<file path="config.mk">
export PLATFORM = sky130hd
export DESIGN_NAME = cmd_seq_multi
export DESIGN_NICKNAME = d
export VERILOG_FILES = /design/src/rtl/cmd_seq_multi.sv
export SDC_FILE = /design/constraint.sdc
export NUM_CORES = 1
export LEC_CHECK = 0
export ABC_AREA = 1
export BUFFER_PORTS_ARGS = -buffer_cell sky130_fd_sc_hd__buf_4
export CELL_PAD_IN_SITES_DETAIL_PLACEMENT = 0
export CELL_PAD_IN_SITES_GLOBAL_PLACEMENT = 1
export CORE_AREA = 2 2 262 316
export DETAILED_ROUTE_END_ITERATION = 7
export DIE_AREA = 0 0 264 318
export MAX_ROUTING_LAYER = met4
export PLACE_DENSITY = 0.71
export SLEW_MARGIN = 5
export SYNTH_ARGS = -nofsm -noshare
export SYNTH_HDL_FRONTEND = slang
export SYNTH_SLANG_ARGS = --single-unit
</file>
<file path="constraint.sdc">
create_clock -name BUS_CLK -period 5.82 [get_ports BUS_CLK]
set_input_delay 0.291 -clock BUS_CLK [delete_from_list [all_inputs] [get_ports BUS_CLK]]
set_output_delay 0.291 -clock BUS_CLK [all_outputs]
set_load 0.01 [all_outputs]
</file>
<file path="src/rtl/cmd_seq_multi.sv">
// Multi-channel FE command sequencer: a bus-loaded pattern memory is sent MSB-first,
// one bit per BUS_CLK, onto N_CH enable-gated command lines, with repeat, continuous and external-start modes.
module cmd_seq_multi #(
  parameter int unsigned BASEADDR  = 16'h0000,
  parameter int unsigned HIGHADDR  = 16'h00FF,
  parameter int unsigned ABUSWIDTH = 16,
  parameter int unsigned N_CH      = 4,
  parameter int unsigned MEM_BYTES = 64
) (
  input  logic                 BUS_CLK,
  input  logic                 BUS_RST_N,
  input  logic [ABUSWIDTH-1:0] BUS_ADD,
  input  logic [7:0]           BUS_DATA_IN,
  input  logic                 BUS_WR,
  input  logic                 BUS_RD,
  output logic [7:0]           BUS_DATA_OUT,
  input  logic                 EXT_START,
  output logic [N_CH-1:0]      CMD_DATA,
  output logic                 CMD_READY,
  output logic                 CMD_START_FLAG
);
  localparam int unsigned          AW       = $clog2(MEM_BYTES);
  localparam logic [ABUSWIDTH:0]   BASE_X   = (ABUSWIDTH+1)'(BASEADDR);
  localparam logic [ABUSWIDTH-1:0] SPAN     = ABUSWIDTH'(HIGHADDR - BASEADDR);
  localparam logic [ABUSWIDTH-1:0] MEM_LO   = ABUSWIDTH'(16);
  localparam logic [ABUSWIDTH-1:0] MEM_HI   = ABUSWIDTH'(16 + MEM_BYTES);
  localparam logic [ABUSWIDTH-1:0] REG_HI   = ABUSWIDTH'(8);
  localparam logic [ABUSWIDTH-1:0] OFF_STRT = ABUSWIDTH'(1);
  localparam logic [16:0]          MEM_BITS = 17'(MEM_BYTES * 8);

  typedef enum logic [1:0] {ST_IDLE, ST_LOAD, ST_SEND} state_t;

  state_t          r_state;
  logic [15:0]     r_size;
  logic [15:0]     r_rep;
  logic [N_CH-1:0] r_ch_en;
  logic [1:0]      r_mode;
  logic [16:0]     r_idx;
  logic [16:0]     r_pass;
  logic [7:0]      r_byte;
  logic            r_ext_d;
  logic [7:0]      r_mem [MEM_BYTES];
  logic [N_CH-1:0] r_cmd;
  logic            r_ready;
  logic            r_flag;
  logic [7:0]      r_rdata;

  logic [ABUSWIDTH:0]   w_diff;
  logic [ABUSWIDTH-1:0] w_off;
  logic                 w_in_range;
  logic                 w_is_mem;
  logic                 w_is_reg;
  logic [AW-1:0]        w_mem_addr;
  logic                 w_wr;
  logic                 w_soft_rst;
  logic                 w_start;
  logic [16:0]          w_esize;
  logic [2:0]           w_bsel;
  logic [7:0]           w_send_byte;
  logic                 w_bit;
  logic [7:0]           w_rdata;

  always_comb begin
    // Borrow bit of the subtraction flags addresses below BASEADDR without a constant compare.
    w_diff      = {1'b0, BUS_ADD} - BASE_X;
    w_off       = w_diff[ABUSWIDTH-1:0];
    w_in_range  = !w_diff[ABUSWIDTH] && (w_off <= SPAN);
    w_is_mem    = (w_off >= MEM_LO) && (w_off < MEM_HI);
    w_is_reg    = (w_off < REG_HI);
    w_mem_addr  = AW'(w_off - MEM_LO);
    w_wr        = BUS_WR && w_in_range;
    w_soft_rst  = w_wr && w_is_reg && (w_off[2:0] == 3'd0);
    w_start     = (r_state == ST_IDLE) &&
                  ((w_wr && (w_off == OFF_STRT)) || (EXT_START && !r_ext_d && r_mode[0]));
    w_esize     = ({1'b0, r_size} > MEM_BITS) ? MEM_BITS : {1'b0, r_size};
    // A byte is fetched from memory on its first bit and held for the remaining seven.
    w_bsel      = r_idx[2:0];
    w_send_byte = (w_bsel == 3'd0) ? r_mem[r_idx[AW+2:3]] : r_byte;
    w_bit       = w_send_byte[3'd7 - w_bsel];

    w_rdata = '0;
    if (w_in_range) begin
      if (w_is_mem) begin
        w_rdata = r_mem[w_mem_addr];
      end else if (w_is_reg) begin
        case (w_off[2:0])
          3'd1:    w_rdata = {7'b0, r_ready};
          3'd2:    w_rdata = r_size[7:0];
          3'd3:    w_rdata = r_size[15:8];
          3'd4:    w_rdata = r_rep[7:0];
          3'd5:    w_rdata = r_rep[15:8];
          3'd6:    w_rdata = 8'(r_ch_en);
          3'd7:    w_rdata = {6'b0, r_mode};
          default: w_rdata = '0;
        endcase
      end
    end
  end

  always_ff @(posedge BUS_CLK) begin
    if (w_wr && w_is_mem) r_mem[w_mem_addr] <= BUS_DATA_IN;
  end

  always_ff @(posedge BUS_CLK or negedge BUS_RST_N) begin
    if (!BUS_RST_N) begin
      r_state <= ST_IDLE;
      r_size  <= '0;
      r_rep   <= '0;
      r_ch_en <= '1;
      r_mode  <= '0;
      r_idx   <= '0;
      r_pass  <= '0;
      r_byte  <= '0;
      r_ext_d <= 1'b0;
      r_cmd   <= '0;
      r_ready <= 1'b1;
      r_flag  <= 1'b0;
      r_rdata <= '0;
    end else begin
      r_ext_d <= EXT_START;
      if (BUS_RD) r_rdata <= w_rdata;

      if (w_wr && w_is_reg) begin
        case (w_off[2:0])
          3'd2:    r_size[7:0]  <= BUS_DATA_IN;
          3'd3:    r_size[15:8] <= BUS_DATA_IN;
          3'd4:    r_rep[7:0]   <= BUS_DATA_IN;
          3'd5:    r_rep[15:8]  <= BUS_DATA_IN;
          3'd6:    r_ch_en      <= BUS_DATA_IN[N_CH-1:0];
          3'd7:    r_mode       <= BUS_DATA_IN[1:0];
          default: ;
        endcase
      end

      r_cmd   <= '0;
      r_flag  <= 1'b0;
      r_ready <= (r_state == ST_IDLE);

      if (w_soft_rst) begin
        r_state <= ST_IDLE;
        r_ready <= 1'b1;
      end else begin
        case (r_state)
          ST_IDLE: begin
            if (w_start && (w_esize != '0)) r_state <= ST_LOAD;
          end
          ST_LOAD: begin
            r_idx   <= '0;
            r_pass  <= '0;
            r_state <= ST_SEND;
          end
          ST_SEND: begin
            if (r_idx < w_esize) begin
              r_cmd  <= {N_CH{w_bit}} & r_ch_en;
              r_flag <= (r_idx == '0);
              if (w_bsel == 3'd0) r_byte <= w_send_byte;
            end
            // Pass ends on the last bit, or at once if SIZE shrank below the current index.
            if (r_idx + 17'd1 >= w_esize) begin
              if ((r_pass < {1'b0, r_rep}) || r_mode[1]) begin
                r_idx  <= '0;
                r_pass <= r_pass + 17'd1;
              end else begin
                r_state <= ST_IDLE;
              end
            end else begin
              r_idx <= r_idx + 17'd1;
            end
          end
          default: r_state <= ST_IDLE;
        endcase
      end
    end
  end

  assign CMD_DATA       = r_cmd;
  assign CMD_READY      = r_ready;
  assign CMD_START_FLAG = r_flag;
  assign BUS_DATA_OUT   = r_rdata;
endmodule
</file>
### Yosys cells after proc, flatten, opt, wreduce, memory -nomap -nowiden

Memories as Yosys holds them, arrays and structs flattened.
Cells that the tools add are included.

* register bits after elaboration: 97
* memory bits (writable): 512
* input bits: 29
* output and inout port bits: 14
* logic and storage cells: 104
* memories: 1

Memories
* r_mem: words 64, width 8, read ports 2, clocked after memory_dff 0, wr ports 1, RTL line 42 `logic [7:0] r_mem [MEM_BYTES];`

* add/sub/neg operators: 4
* magnitude comparators: 9
* equal/unequal tests: 16
* muxes and demuxes: 28
* bitwise gates (word level): 2
* reduce and logical (&&, ||, !) cells: 29

Operators with widths (number)
* $mux 17: 4
* $pmux 17 s2: 2
* $pmux 8 s7: 1
* $add 17x1->17 const B: 2
* $lt 17x16->1: 2
* $mux 8: 4
* $ge 17x16->1: 1
* $logic_not 17->1: 1
* $reduce_bool 17->1: 1
* $eq 16x1->1 const B: 1
* $ge 16x5->1 const B: 1
* $gt 16x10->1 const B: 1
* $le 16x8->1 const B: 1
* $lt 16x4->1 const B: 1
* $lt 16x7->1 const B: 1
* $mux 16: 1
* $eq 3x3->1 const B: 4
* $mux 4: 3
* $reduce_and 2->1: 6
* $logic_and 1x1->1: 10
* $ne 3x3->1 const B: 3
* $mux 2: 4
* $reduce_and 4->1: 2
* $mux 1: 7
* 19 further kinds: 24

### Depth between registers and ports, before layout

Gate-level depths: netlist (run 1).

* depth in word-level cells: 9
* depth in mapped cells: 25
* depth with buffers taken out: 24

### Worst setup path before layout (run 1)

No wires, ideal clock.

* kind: register to register
* start point: reg r_idx[6]
* end point: reg r_idx[2]
* library setup time: 0.117 ns
* arrival time: 2.907 ns
* data required time: 5.703 ns
* slack: 2.796 ns
* cell stages (with the launch flop): 23
* buffers on the path: 1
* period minus slack after synthesis: 3.024 ns
* cells stage by stage: dfrtp_1 nand2_1 clkinv_1 buf_2 nand4_1 nor3_1 xor2_1 inv_1 ha_1 nand2_1 nor3_1 nor3b_1 nand2_1 nand2_1 nand2_1 nand2_1 nand2_1 nand2_4 nand3_2 nand2_2 nand2_1 nand2_1 nand2_1

* cells in the longest elaborated chain, start to end: 4
* elaborated cells between the ends (all ways): 6
* classes of those cells: 1 x add/sub; 1 x order compare; 1 x eq/ne; 2 x mux; 1 x reduce/logical

RTL lines
* start: declaration: RTL line 38 `logic [16:0] r_idx;`
* start signal: assignment: RTL line 167 `r_idx <= r_idx + 17'd1;`
* $add 17x1->17 (*): RTL line 159 `if (r_idx + 17'd1 >= w_esize) begin`
* $ge 17x16->1 (*): RTL line 159
* $ne 3x3->1 (no line) or $mux 17 (tied branches)
* $reduce_and 3->1 (no line) or $pmux 17 s2 (tied branches)

Mark *: on every way between the ends. The rest lies on a longest branch, timed or not.
A chain may end at the register's enable or synchronous reset.

### Worst setup path in the final report (run 1)

* start point: reg r_idx[0]
* end point: reg r_pass[5]

* cells in the longest elaborated chain, start to end: 4

RTL lines
* $add 17x1->17: RTL line 159
* $ge 17x16->1: RTL line 159
* $ne 2x2->1 (no line)
* $reduce_and 4->1 (no line)
* end signal: assignment: RTL line 162 `r_pass <= r_pass + 17'd1;`
* end: declaration: RTL line 39 `logic [16:0] r_pass;`

Every way passes these cells.

==> results by group, run 1 <==
Setup path
  – Crit-path most repeated cell: nand2_1
  – Delay-heaviest family, CP: simple AND/OR/NAND/NOR gates
  – Worst Setup End Kind: flip-flop
  – Critical path buffers and inverters: 1
  – Critical path cell sequence: ha_1 -> nand3_2 -> nor2_4 -> nand4_1 -> nor3_1 -> xor2_1 -> inv_1 -> ha_1 -> nand2_1 -> nor3_1 -> nor3b_1 -> nand2_1 -> nand2_1 -> nand2_1 -> nand2_1 -> nand2_1 -> nand2_4 -> nand3_4 -> nand2_1 -> o21ai_0
  – Worst setup SP type: flip-flop
  – CP max stage delay: 540 ps
  – R2R Path End: r_pass[5]
  – Worst r2r path cells: 20
  – Reg2Reg Launch Point: r_idx[0]
  – Slowest-stage cell, CP: nand2_1
  – Worst R2R Setup Slack: 1780 ps
  – CP Max Fanout: 20
  – WS Path Type: flip-flop to flip-flop
  – Req. time, crit path: 6340 ps
  – Critical Path AT: 4560 ps

Clock network
  – CTS clk-pin slew, worst paths: 60 ps
  – Worst-Skew Late Latency: 670 ps
  – # H-tree levels: 2
  – Clock Sinks: 609
  – Maximum clock insertion buffer count: 3
  – CTS Buf Count: 61
  – Clock root buffer: clkbuf_16
  – CTS tree: built

Detailed routing
  – WL per Instance: 24.9 um
  – Initial drt markers: 2898
  – 1st-pass router iterations: 6
  – Number of remaining DRC errors: 0
  – DR vias/cell: 5.67
  – ANT nets after route: 0
  – Final wirelength: 112 mm
  – Vias post-DR: 25600

Layout
  – Synth-to-layout area growth: 10.1%
  – Filler cells: 8019
  – Final-stage net count: 3492
  – Layout cell share with drive strength beyond 1: 6.20%
  – Final non-filler cell total: 4510

Place
  – Dpl cells: 4391
  – Estimated wirelength of the detail-placed design: 70.2 mm
  – Pre-CTS WS: 1780 ps
  – GPL Wtd Cong: 0.882
  – Port bufs: 42

Synth
  – Post-synth top cells: 840 x nand2_1, 512 x edfxtp_1, 429 x nor2_1, 296 x inv_1, 248 x o21ai_0
  – Syn Inst Count: 3442
  – Mapped Area: 31300 um^2
  – Library cells used by synthesis: 53
  – YS warnings: 0
  – Main synth FF type: edfxtp_1
  – Register area share after synthesis: 56.8%
  – Synth Register Bits: 609
  – Syn avg cell area: 9.10 um^2
  – Most frequent cell after synthesis: nand2_1
  – Area contributors post-synth: edfxtp_1 49%, nand2_1 10%, dfrtp_1 7.3%, nor2_1 5.1%, o21ai_0 4.0%
  – Largest area contributor in the netlist: edfxtp_1
  – Post-synth top area share: 49.1%
  – EDFF count, synth: 512
  – Post-synthesis async set-or-reset flop share: 15.9%

Die
  – Die area: 84000 um^2
  – DIE HEIGHT: 318 um
  – Chip Width: 264 um
  – Starting density of the core: 38.6%
  – Top-level I/O count: 43
  – # rows: 115
  – Core area: 81200 um^2

Timing
  – Minimum clock period: 4040 ps
  – Final setup TNS: 0 ps
  – Setup violators final: 0
  – Relative slew margins: 28.3%
  – Worst Skew: 21.4 ps
  – PnR worst setup slack: 1780 ps
  – Tightest Pin Transition: 1070 ps
  – Final Cycle Share: 69.5%
  – Max Clk Rate: 247 MHz
  – Slew Limit Fails: 0
  – Final-report hold violation count: 0
  – RSZ-0062 raised after global routing: no

GRT
  – Antenna violations before repair: 4
  – Total GRT Usage: 27.1%
  – First-pass GRT wire length: 165 mm
  – Vias in the first global route: 24700
  – GRT Residual Overflow: 0
  – Largest net degree at the start of global routing: 175

Hold path
  – WHS Path Cells: 1
  – Min-delay worst type: input pin to flip-flop
  – WHS Endpoint: r_mem[55][4]
  – Hold Startpoint: BUS_DATA_IN[4]

Status
  – Status: finished clean

Pwr
  – Leak: 13.5 nW
  – Total power: 9.70 mW
  – Pwr dens: 281 nW/um^2
  – IR drop worst, VDD: 0.384 mV

Run
  – Maxcap violations: 0
## registers in the layout, summed over array words and instances (netlist names)
register,cells
BUS_DATA_OUT,8
r_byte,8
CMD_READY,1
r_ext_d,1
r_mem,512
r_pass,17
r_state,2
r_ch_en,4
CMD_DATA,4
r_idx,17
r_rep,16
r_size,16
CMD_START_FLAG,1
r_mode,2
## what timing repair did
action / in CTS / in global routing
gates resized for setup: 0 / 0
hold endpoints to repair: 39 / 0
hold buffers: 3 / 0
buffers inserted: 0 / 0
## per-layer routing
metal  share of wire [%]  global-route usage, %
met5                   0                      -
met1                  40                   33.7
met3                 7.3                   3.89
met2                  48                   44.2
met4                 4.6                   11.4
## cell families after synthesis
family / after synthesis / share of synthesized area [%]
adders and majority gates: 59 / 2.36
other: 1 / 0.0120
DFF: 609 / 56.8
AOI/OAI and AO/OA: 737 / 13.9
xor gates and xnor gates: 26 / 0.727
buffers and inverters: 499 / 6.64
and+or+nand+nor: 1511 / 19.5
## how the worst max path moves through the flow
stage	start	endpoint	slack, ps	cells after the start
global route	r_idx[0]	r_pass[2]	1360	21
finish	r_idx[0]	r_pass[5]	1780	20
detailed placement	r_idx[0]	r_pass[5]	1780	20
global placement	r_idx[0]	r_pass[15]	1870	21
CTS	r_idx[0]	r_pass[5]	1770	20
floorplan	r_idx[6]	r_idx[2]	2800	22
## metrics by stage
step | utilization (%) | hold WS (ps) | cell area (um^2)
finish | 42.5 | 45.3 | 34500
floorplan | - | -4.59 | 31400
CTS | 42.5 | 32.3 | 34500
global route | 42.5 | 28.4 | 34500
global placement | 40.0 | 284 | 32500
detailed placement | 40.0 | 283 | 32500
## power by group
group,switching (mW),total [mW],internal (mW)
logic,0.725,0.932,0.206
clock network,1.74,3.96,2.21
registers,0.0301,4.81,4.78
total,2.50,9.70,7.20
## placed cells by master, fill, tap and decap left out, types with 41 or more instances in the layout
cell type    n
o31ai_1     41
o211ai_1    48
nor2_1     426
o22ai_1    185
edfxtp_1   512
a21oi_1    143
nand3_1    171
ha_1        59
buf_4       70
clkbuf_16   63
o21ai_0    248
nand2_1    837
inv_1      295
dfrtp_1     90
## worst reg2reg max path, cell delays in order (launching register included)
cell,delay (ps)
dfrtp_1,530
ha_1,270
nand3_2,120
nor2_4,140
nand4_1,160
nor3_1,270
xor2_1,220
inv_1,60
ha_1,300
nand2_1,80
nor3_1,190
nor3b_1,220
nand2_1,80
nand2_1,60
nand2_1,40
nand2_1,50
nand2_1,70
nand2_4,120
nand3_4,190
nand2_1,540
o21ai_0,170
## area by class of cell
| class | instances | area (um^2) | area share, % |
|---|---|---|---|
| inverter | 307 | 1160 | 3.37 |
| timing repair buffer | 80 | 696 | 2.02 |
| sequential | 609 | 17800 | 51.7 |
| multi-input combinational | 2345 | 11500 | 33.4 |
| clock inverter | 39 | 327 | 0.947 |
| antenna | 3 | 7.51 | 0.0218 |
| tap | 1053 | 1320 | 3.82 |
| clock buffer | 74 | 1640 | 4.75 |
(Power assumes the default switching activity.)
==> run 2, diff against run 1 <==
Settings changed: PLACE_DENSITY 0.71 to 0.74.
Clock period 5.82 ns to 3.4 ns, I/O delays scaled along.
==> results by group, run 2 (synthesis results as in run 1) <==
GRT
  – Antenna violations before repair: 0
  – Largest net degree at the start of global routing: 148
  – First-pass GRT wire length: 162 mm
  – Vias in the first global route: 25200
  – Total GRT Usage: 26.4%
  – GRT Residual Overflow: 0

Detailed routing
  – Final wirelength: 109 mm
  – DR vias/cell: 5.60
  – Number of remaining DRC errors: 0
  – WL per Instance: 23.4 um
  – Vias post-DR: 26200
  – Initial drt markers: 3003
  – ANT nets after route: 0
  – 1st-pass router iterations: 7

Setup path
  – Reg2Reg Launch Point: r_idx[3]
  – Delay-heaviest family, CP: simple AND/OR/NAND/NOR gates
  – CP max stage delay: 510 ps
  – Critical path buffers and inverters: 3
  – Crit-path most repeated cell: nor2_1
  – R2R Path End: CMD_DATA[3]
  – Worst R2R Setup Slack: 130 ps
  – WS Path Type: flip-flop to flip-flop
  – Critical Path Source: r_idx[3]
  – CP Max Fanout: 147
  – Worst setup SP type: flip-flop
  – Req. time, crit path: 3900 ps
  – Worst Setup End Kind: flip-flop
  – Critical path cell sequence: buf_12 -> buf_16 -> nor2_1 -> nor2_1 -> o21ai_1 -> o21ai_0 -> buf_4 -> nand2_1 -> nand2_1 -> o21ai_0 -> nand3_1 -> nor2_1 -> nor2_1 -> nor2_1 -> nand2_1 -> nand2_2 -> nor2_1
  – Slowest-stage cell, CP: dfrtp_4
  – Critical Path AT: 3770 ps
  – Worst r2r path cells: 17
  – Critical Path Stages: 17
  – Worst setup path end: CMD_DATA[3]

Layout
  – Largest register FFs: 512
  – Commonest non-fill, non-tap cell in the layout: nand2_1
  – Layout cell share with drive strength beyond 1: 11.0%
  – Commonest cells after routing, fill and taps aside: 829 x nand2_1, 512 x edfxtp_1, 424 x nor2_1, 295 x inv_1, 238 x o21ai_0
  – Synth-to-layout area growth: 15.9%
  – N_diodes: 0
  – Design area: 36300 um^2
  – Filler cells: 7872
  – Final-stage net count: 3651
  – Largest registers: r_mem: 512 flops, r_idx: 17 flops, r_pass: 17 flops
  – Most flops, register: r_mem

Timing
  – Final Cycle Share: 96.2%
  – Tightest Pin Transition: 1040 ps
  – Max Clk Rate: 306 MHz
  – Final setup TNS: 0 ps
  – RSZ-0062 raised after global routing: yes
  – Slew Limit Fails: 0
  – Relative slew margins: 30.5%
  – Setup violators final: 0
  – Final-report hold violation count: 0
  – Worst Skew: 24.5 ps
  – Minimum clock period: 3270 ps

Pwr
  – IR drop worst, VDD: 0.486 mV
  – Leak: 14.5 nW
  – Pwr dens: 482 nW/um^2
  – Total power: 17.5 mW

Die
  – # rows: 115
  – Core area: 81200 um^2
  – Die area: 84000 um^2
  – Starting density of the core: 38.6%
  – DIE HEIGHT: 318 um
  – Top-level I/O count: 43
  – Chip Width: 264 um

Place
  – GPL Wtd Cong: 0.911
  – Estimated wirelength of the detail-placed design: 67.8 mm
  – Placed cell area: 33800 um^2
  – Port bufs: 42

Clock network
  – Clock root buffer: clkbuf_16
  – # H-tree levels: 3
  – Worst-Skew Late Latency: 620 ps
  – Clock Sinks: 609
  – CTS tree: built
  – CTS Buf Count: 66
  – CTS clk-pin slew, worst paths: 60 ps
  – Maximum clock insertion buffer count: 3

Status
  – Status: finished clean

Hold path
  – Min-delay worst type: input pin to flip-flop

Run
  – Maxcap violations: 0
## run 2: cell count changes in the layout (fill, tap and decap cells not counted), sizes merged
cell,change
bufinv,+1
inv,+5
clkinvlp,-3
clkbuf,+12
clkinv,-7
buf,+152
diode,-3
## run 2: power by group
| part | internal, mW | switching (mW) | total [mW] |
|---|---|---|---|
| Sequential | 8.18 | 0.0446 | 8.22 |
| Clock | 4.17 | 3.07 | 7.25 |
| Combinational | 0.666 | 1.35 | 2.02 |
## run 2: how the worst min path moves through the flow
stage                              start              end  slack, ps  depth (start not counted)
after floorplan                BUS_RST_N  BUS_DATA_OUT[0]       -130                          0
after global placement         EXT_START          r_ext_d        310                          1
after detailed placement       EXT_START          r_ext_d        310                          1
after CTS                 BUS_DATA_IN[2]     r_mem[24][2]         50                          1
after global routing      BUS_DATA_IN[2]     r_mem[24][2]         80                          1
final                     BUS_DATA_IN[2]     r_mem[24][2]         80                          1
## run 2: per-stage QoR
| stage | hold WS, ps | util, % | setup WS [ps] | std cells |
|---|---|---|---|---|
| global placement | 311 | 41.6 | -48.4 | 4530 |
| CTS | 53.6 | 44.3 | 37.7 | 4652 |
| detailed placement | 310 | 41.6 | -61.4 | 4530 |
| floorplan | -126 | - | 376 | 3453 |
| finish | 79.5 | 44.7 | 129 | 4667 |
| global route | 82.5 | 44.7 | -64.2 | 4667 |
## run 2: layer usage
| metal | vias to the layer above | global-route usage (%) | part of all wire, % | wire length, um |
|---|---|---|---|---|
| met4 | 0 | 13.8 | 5.4 | 5900 |
| met3 | 292 | 2.85 | 6.8 | 7440 |
| met2 | 1200 | 42.3 | 48 | 52100 |
| met5 | - | - | 0 | 0 |
| met1 | 12500 | 33.0 | 40 | 43800 |
| li1 | 12100 | - | - | - |
## run 2: repair_timing
| item | in CTS | in global routing |
|---|---|---|
| setup endpoints to repair | 14 | 46 |
| buffers inserted | 0 | 13 |
| hold buffers | 3 | 0 |
| pin swaps | 0 | 21 |
| endpoints found under the hold margin | 62 | 0 |
| gates cloned | 0 | 2 |
| resized for setup | 3 | 56 |
## run 2: final cells by class
class,count,area (um^2),area share [%]
sequential,609,17800,49.1
clock inverter,35,360,0.993
clock buffer,84,1770,4.88
timing repair buffer,234,2160,5.95
inverter,307,1160,3.20
tap,1053,1320,3.63
multi-input combinational,2345,11700,32.3
## run 2: worst reg2reg max path, stage by stage (launching register included)
cell	delay, ps
dfrtp_4	510
buf_12	210
buf_16	260
nor2_1	410
nor2_1	50
o21ai_1	100
o21ai_0	110
buf_4	170
nand2_1	70
nand2_1	60
o21ai_0	440
nand3_1	150
nor2_1	190
nor2_1	70
nor2_1	100
nand2_1	60
nand2_2	120
nor2_1	70
